[config.mk]
export PLATFORM = sky130hd
export DESIGN_NAME = koa_mult_sequencer
export DESIGN_NICKNAME = d
export VERILOG_FILES = /design/src/rtl/koa_mult_sequencer.sv
export SDC_FILE = /design/constraint.sdc
export NUM_CORES = 1
export LEC_CHECK = 0
export CAP_MARGIN = 20
export CORE_MARGIN = 2
export CORE_UTILIZATION = 34
export DETAILED_ROUTE_END_ITERATION = 6
export PLACE_DENSITY = 0.83
export SKIP_CTS_REPAIR_TIMING = 1
export SLEW_MARGIN = 30
export SYNTH_ARGS = -nofsm -noshare
export SYNTH_HDL_FRONTEND = slang
export SYNTH_SLANG_ARGS = --single-unit
[constraint.sdc]
create_clock -name clk -period 1.5 [get_ports clk]
set_input_delay 0.225 -clock clk [delete_from_list [all_inputs] [get_ports clk]]
set_output_delay 0.225 -clock clk [all_outputs]
set_load 0.01 [all_outputs]
[src/rtl/koa_mult_sequencer.sv]
// koa_mult_sequencer
// Shares one pipelined RecursiveKOA multiplier between two requesters.
// A round-robin arbiter accepts one operand pair at a time, holds it on the
// multiplier inputs for LAT cycles, pulses the multiplier's result-register
// load, captures the product and returns it with the owner's ID over a
// valid/ready handshake.
//
// Parameters: SW  operand width (must match the multiplier)
//             LAT operand hold cycles before the result register is loaded
// Ports:
//   clk, rst                    clock (rising edge), async active-low reset
//   reqN_valid_i/ready_o        requester N handshake (N = 0, 1)
//   reqN_a_i/b_i                requester N operands
//   mul_a_o/mul_b_o             registered operands to Data_A_i/Data_B_i
//   mul_load_o                  to multiplier load_b_i
//   mul_result_i                from multiplier sgf_result_o
//   rsp_valid_o/ready_i         response handshake
//   rsp_id_o/rsp_result_o       owner ID and registered product
//   busy_o                      high whenever the FSM is not idle
// Optional build macro KOA_SEQ_PERF_EN adds op_count_o and stall_count_o
// (saturating 16-bit counters of response handshakes and stalled RESP cycles).
//
// state   | meaning
// IDLE    | arbitrating, ready asserted to the granted requester
// COMPUTE | operands held while the KOA pipeline fills (LAT cycles)
// LOAD    | mul_load_o pulsed, operands still held
// CAPTURE | multiplier result register sampled into rsp_result_o
// RESP    | rsp_valid_o high until the consumer accepts
module koa_mult_sequencer #(
  parameter int SW  = 24,
  parameter int LAT = 2
) (
  input  logic            clk,
  input  logic            rst,
  input  logic            req0_valid_i,
  output logic            req0_ready_o,
  input  logic [SW-1:0]   req0_a_i,
  input  logic [SW-1:0]   req0_b_i,
  input  logic            req1_valid_i,
  output logic            req1_ready_o,
  input  logic [SW-1:0]   req1_a_i,
  input  logic [SW-1:0]   req1_b_i,
  output logic [SW-1:0]   mul_a_o,
  output logic [SW-1:0]   mul_b_o,
  output logic            mul_load_o,
  input  logic [2*SW-1:0] mul_result_i,
  output logic            rsp_valid_o,
  input  logic            rsp_ready_i,
  output logic            rsp_id_o,
  output logic [2*SW-1:0] rsp_result_o,
  output logic            busy_o
`ifdef KOA_SEQ_PERF_EN
  ,
  output logic [15:0]     op_count_o,
  output logic [15:0]     stall_count_o
`endif
);

  localparam int CW = (LAT > 1) ? $clog2(LAT) : 1;

  typedef enum logic [2:0] {
    S_IDLE,
    S_COMPUTE,
    S_LOAD,
    S_CAPTURE,
    S_RESP
  } state_e;

  state_e            state_q, state_d;
  logic [CW-1:0]     cnt_q, cnt_d;
  logic              favour_q, favour_d;
  logic [SW-1:0]     a_q, a_d, b_q, b_d;
  logic              id_q, id_d;
  logic [2*SW-1:0]   res_q, res_d;
  logic              any_req, grant, accept;

  always_comb begin
    any_req = req0_valid_i | req1_valid_i;
    // On a tie the favoured requester (the one not granted last) wins.
    grant   = (req0_valid_i && req1_valid_i) ? favour_q : req1_valid_i;
    // Grant is only offered to a valid requester, so ready implies handshake.
    accept  = (state_q == S_IDLE) && any_req;
    req0_ready_o = accept && !grant;
    req1_ready_o = accept && grant;
  end

  always_comb begin
    state_d  = state_q;
    cnt_d    = cnt_q;
    favour_d = favour_q;
    a_d      = a_q;
    b_d      = b_q;
    id_d     = id_q;
    res_d    = res_q;
    case (state_q)
      S_IDLE: begin
        if (accept) begin
          a_d      = grant ? req1_a_i : req0_a_i;
          b_d      = grant ? req1_b_i : req0_b_i;
          id_d     = grant;
          favour_d = ~grant;
          cnt_d    = CW'(LAT - 1);
          state_d  = S_COMPUTE;
        end
      end
      S_COMPUTE: begin
        if (cnt_q == '0) state_d = S_LOAD;
        else             cnt_d   = cnt_q - 1'b1;
      end
      S_LOAD:    state_d = S_CAPTURE;
      S_CAPTURE: begin
        res_d   = mul_result_i;
        state_d = S_RESP;
      end
      S_RESP: begin
        if (rsp_ready_i) state_d = S_IDLE;
      end
      default: state_d = S_IDLE;
    endcase
  end

  always_ff @(posedge clk or negedge rst) begin
    if (!rst) begin
      state_q  <= S_IDLE;
      cnt_q    <= '0;
      favour_q <= 1'b0;
      a_q      <= '0;
      b_q      <= '0;
      id_q     <= 1'b0;
      res_q    <= '0;
    end else begin
      state_q  <= state_d;
      cnt_q    <= cnt_d;
      favour_q <= favour_d;
      a_q      <= a_d;
      b_q      <= b_d;
      id_q     <= id_d;
      res_q    <= res_d;
    end
  end

  assign mul_a_o      = a_q;
  assign mul_b_o      = b_q;
  assign mul_load_o   = (state_q == S_LOAD);
  assign rsp_valid_o  = (state_q == S_RESP);
  assign rsp_id_o     = id_q;
  assign rsp_result_o = res_q;
  assign busy_o       = (state_q != S_IDLE);

`ifdef KOA_SEQ_PERF_EN
  logic [15:0] op_cnt_q, stall_cnt_q;

  always_ff @(posedge clk or negedge rst) begin
    if (!rst) begin
      op_cnt_q    <= '0;
      stall_cnt_q <= '0;
    end else if (state_q == S_RESP) begin
      if (rsp_ready_i && op_cnt_q != 16'hFFFF)
        op_cnt_q <= op_cnt_q + 16'd1;
      if (!rsp_ready_i && stall_cnt_q != 16'hFFFF)
        stall_cnt_q <= stall_cnt_q + 16'd1;
    end
  end

  assign op_count_o    = op_cnt_q;
  assign stall_count_o = stall_cnt_q;
`endif

endmodule
# == Yosys cells after proc, flatten, opt, wreduce, memory -nomap -nowiden ==
# Cells that the tools add are included.
# word_totals
word_cells,38
output_inout_bits,102
input_bits,149
register_bits,102
# op_classes
n_reduce_logical,11
bitwise_logic,2
muxes,10
addsub,1
n_eq_ne,7
# op_table
operator,count
$mux 24,2
$pmux 3 s5,1
$mux 3,3
$eq 3x2->1 const B,2
$logic_and 1x1->1,4
$ne 2x2->1 const B,2
$reduce_and 2->1,2
$eq 3x1->1 const B,1
$eq 3x3->1 const B,1
$logic_not 3->1,1
$mux 1,3
$reduce_and 3->1,1
$reduce_bool 3->1,1
$ne 2x1->1 const B,1
$pmux 1 s2,1
$reduce_bool 2->1,1
$logic_not 1->1,1
$not 1->1,1
$or 1x1->1,1
$sub 1x1->1 const B,1

# == Depth between registers and ports, before layout ==
# logic_depth
word_depth,4
depth_mapped,6
mapped_depth_nobuf,3

# == Worst setup path after synthesis ==
# Ideal clock, no wire load.
# synth_timing
path_type,register to register
from,register state_q[2]
to,"register res_q[38], in the netlist rsp_result_o[38]"
period_less_slack_ns,1.437
setup_ns,0.127
path_stages_with_launch,6
setup_slack_ns,0.063
required_time_ns,1.373
arrival_ns,1.310
path_buffers,3
path_cell_list,dfrtp_1 buf_2 nand3b_1 buf_2 buf_6 mux2_1
# synth_between
elab_chain_len,1
# synth_rtl
element,line,text
start: declaration,69,"state_e state_q, state_d;"
start signal: assignment,132,state_q <= state_d;
$eq 3x2->1,95,case (state_q)
end signal: assignment,138,res_q <= res_d;
end: declaration,74,"logic [2*SW-1:0] res_q, res_d;"
# Every way passes these cells.
# A chain may end at the register's enable or synchronous reset.

# == Worst setup path after layout ==
# layout_timing
from,register state_q[1]
to,output req0_ready_o
# layout_between
elab_chain_len,3
# layout_rtl
element,line,text
$logic_not 3->1,82,accept = (state_q == S_IDLE) && any_req;
$logic_and 1x1->1,82,
$logic_and 1x1->1,83,req0_ready_o = accept && !grant;
end: declaration,36,"output logic req0_ready_o,"
# Every way passes these cells.

==> metrics.md <==
| Metric | Value |
|---|---|
| Result of the run | `complete, but fails checks` |
| Violated checks | `setup timing` |
| Root Driver | `clkbuf_16` |
| RSZ-0062 raised after global routing | `yes` |
| # diodes | `0` |
| Routability cong. | `0.750` |
| Core ar. | `12100 sq um` |
| TritonCTS Buffers | `9` |
| Grt total ovfl | `0` |
| Flop2flop setup slack | `-0.16 ns` |
| Synth Flop Type | `dfrtp_1` |
| Sink Count | `102` |
| Count of different cell masters after synthesis | `23` |
| FF-to-FF End | `mul_a_o[0]$_DFFE_PN0P_` |
| Synth Register Bits | `102` |
| Compound-Gate Fraction of Synth Area | `20.7%` |
| EDFF count, synth | `0` |
| R2r startpoint | `state_q[2]$_DFFE_PN0P_` |
| Power Total | `15.2 mW` |
| Setup crit end kind | `output port` |
| Syn-to-layout area delta | `82.4%` |
| Count of final hold-check violations | `0` |
| Die height | `116 microns` |
| ANT nets after route | `0` |
| CP startpoint kind | `flip-flop` |
| Clock Latency Late Sink | `0.34 ns` |
| Gr usage total | `18.4%` |
| Reg2reg path depth | `6` |
| Worst Hold Class | `input pin to flip-flop` |
| Tcrit/Tclk final | `113%` |
| Post-layout min period | `1.69 ns` |
| Net count after synthesis | `452` |
| Routed vias/inst | `5.07` |
| Vias in the first global route | `3655` |
| Largest net degree at the start of global routing | `103` |
| Total number of vias | `3766` |
| FMAX | `592 MHz` |
| Post-Layout Inst Area | `7780 sq um` |
| Routed length per placed instance | `19.7 microns` |
| Fin nets | `719` |
| Seq/Total Area, Yosys | `59.9%` |
| Crit path kind | `flip-flop to output port` |
| Maximum VDD drop | `0.000983 V` |
| I/O Pins | `251` |
| Worst path required time | `1.27 ns` |
| Area after DPL | `6940 sq um` |
| Port bufs | `250` |
| Syn Area/Cell | `14.1 sq um` |
| Hold Path End | `rsp_result_o[38]$_DFFE_PN0P_` |
| Max-slew violation count | `0` |
| Total Neg Setup Slack | `-8.86 ns` |
| Slowest-stage cell, CP | `dfrtp_2` |
| Clk slew on worst S/H paths | `0.07 ns` |
| Slew HR | `64.4%` |
| Cell mode on critical path | `buf_6` |
| Util after Layout | `64.2%` |
| Placed Cells | `702` |
| LEAKAGE | `3.84 nW` |
| Cell Rows | `40` |
| Final Skew | `0.00876 ns` |
| Post-Synth Simple-Gate Area | `2.35%` |
| Fin worst setup slack | `-0.189 ns` |
| Dpl hpwl | `9200 microns` |
| Starting density of the core | `35.2%` |
| Mapped Cells | `303` |
| Maximum fanout along the worst path | `5` |
| Max-cap violations | `0` |
| DR pass1 iterations | `5` |
| Max stage delay on crit path | `0.46 ns` |
| Xor/xnor share of the synthesized area | `0%` |
| Slew at the pin closest to its max-slew limit | `0.534 ns` |
| Clk buf depth | `2` |
| First-pass GRT wire length | `19100 microns` |
| Synth warnings | `0` |
| Largest family of logic cells by synthesized area | `compound AO/OA/AOI/OAI gates` |
| DR iter-0 viols | `242` |
| H-tree depth | `3` |
| Non-Filler Instances | `743` |
| Worst Hold Launch | `mul_result_i[38]` |
| Mapped Area | `4260 sq um` |
| Worst Path Buf+Inv | `2` |
| Delay-heaviest family, CP | `flip-flops` |
| Layout cells sized above 1 | `19.3%` |
| Worst hold slack | `0.478 ns` |
| CTS tree | `built` |
| Area share of fa/ha/maj cells after synthesis | `0%` |
| Final setup viols | `84` |
| Die outline area | `13500 sq um` |
| Worst hold path cell count | `2` |
| Antenna violations before repair | `0` |
| CP Cell Sequence | `nor3_4 -> buf_6 -> and3_4 -> buf_6` |
| Final Routed Wirelength | `14600 microns` |
| Residual DRC | `0` |
| DIE WIDTH | `116 microns` |
| PwrDens | `1950 nW/um^2` |
| Crit path DAT | `1.46 ns` |
| FFs w/ async S/R, synth | `100%` |
| Pre-CTS setup slack | `-0.280 ns` |
| Multiplexer share of the synthesized area | `12.7%` |
## sequential cells by signal (all words and copies together), names as in the netlist
| name | flops |
|---|---|
| cnt_q | 1 |
| mul_b_o | 24 |
| rsp_id_o | 1 |
| state_q | 3 |
| favour_q | 1 |
| rsp_result_o | 48 |
| mul_a_o | 24 |
## layer usage
layer / track usage [%] / part of all wire (%) / vias to the layer above
met1: 22.1 / 40 / 1861
li1: - / - / 1686
met2: 30.8 / 50 / 204
met5: 0 / 0 / -
met3: 6.17 / 8.9 / 15
met4: 6.51 / 1.4 / 0
## layout by cell type, fill, tap and decap left out, types with 4 or more instances in the layout
cell	instances
mux2_1	6
a221o_1	48
dfrtp_1	99
buf_6	13
clkdlybuf4s50_1	182
mux2_2	39
buf_4	15
clkbuf_16	15
dlymetal6s2s_1	62
a21boi_0	48
buf_12	4
## report_power, final
part | switching [mW] | internal (mW) | total, mW
Combinational | 3.22 | 4.83 | 8.05
Clock | 1.07 | 1.14 | 2.21
Sequential | 0.768 | 4.15 | 4.92
## worst max-delay path by stage
stage / start / endpoint / depth (start not counted)
global route: state_q[1]$_DFFE_PN0P_ / req0_ready_o / 4
CTS: state_q[2]$_DFFE_PN0P_ / mul_load_o / 3
global placement: req1_valid_i / req1_ready_o / 3
detailed placement: state_q[2]$_DFFE_PN0P_ / mul_load_o / 3
floorplan: state_q[2]$_DFFE_PN0P_ / rsp_result_o[38]$_DFFE_PN0P_ / 5
finish: state_q[1]$_DFFE_PN0P_ / req0_ready_o / 4
## cell usage after synthesis, types with 2 or more instances
| library cell | instances | area (sq um) |
|---|---|---|
| buf_2 | 14 | 70.1 |
| mux2_1 | 9 | 101 |
| a21boi_0 | 48 | 360 |
| mux2_2 | 39 | 439 |
| a221o_1 | 48 | 480 |
| nand2_1 | 3 | 11.3 |
| dfrtp_1 | 102 | 2550 |
| nor3b_1 | 2 | 15.0 |
| o21ai_0 | 2 | 10.0 |
| nand3b_1 | 2 | 15.0 |
| a21o_1 | 2 | 15.0 |
| clkbuf_1 | 9 | 33.8 |
| inv_1 | 3 | 11.3 |
| a21oi_1 | 3 | 15.0 |
| buf_6 | 6 | 67.6 |
| nor2_1 | 4 | 15.0 |
## final cells by class
cell class                 count  area [sq um]
multi-input combinational    168          1570
sequential                   102          2560
timing repair buffer         286          3150
clock buffer                   9           225
inverter                       3          11.3
tap                          168           210
clock inverter                 7          53.8
fill                         901          4330
## cell families (layout without fill, tap and decap cells)
kind of cell    after synthesis  in the layout
compound gates              103            103
flops                       102            102
mux                          48             48
buf+inv                      33            305
simple gates                 17             17
Note: power is estimated with default switching activity, not from simulation.
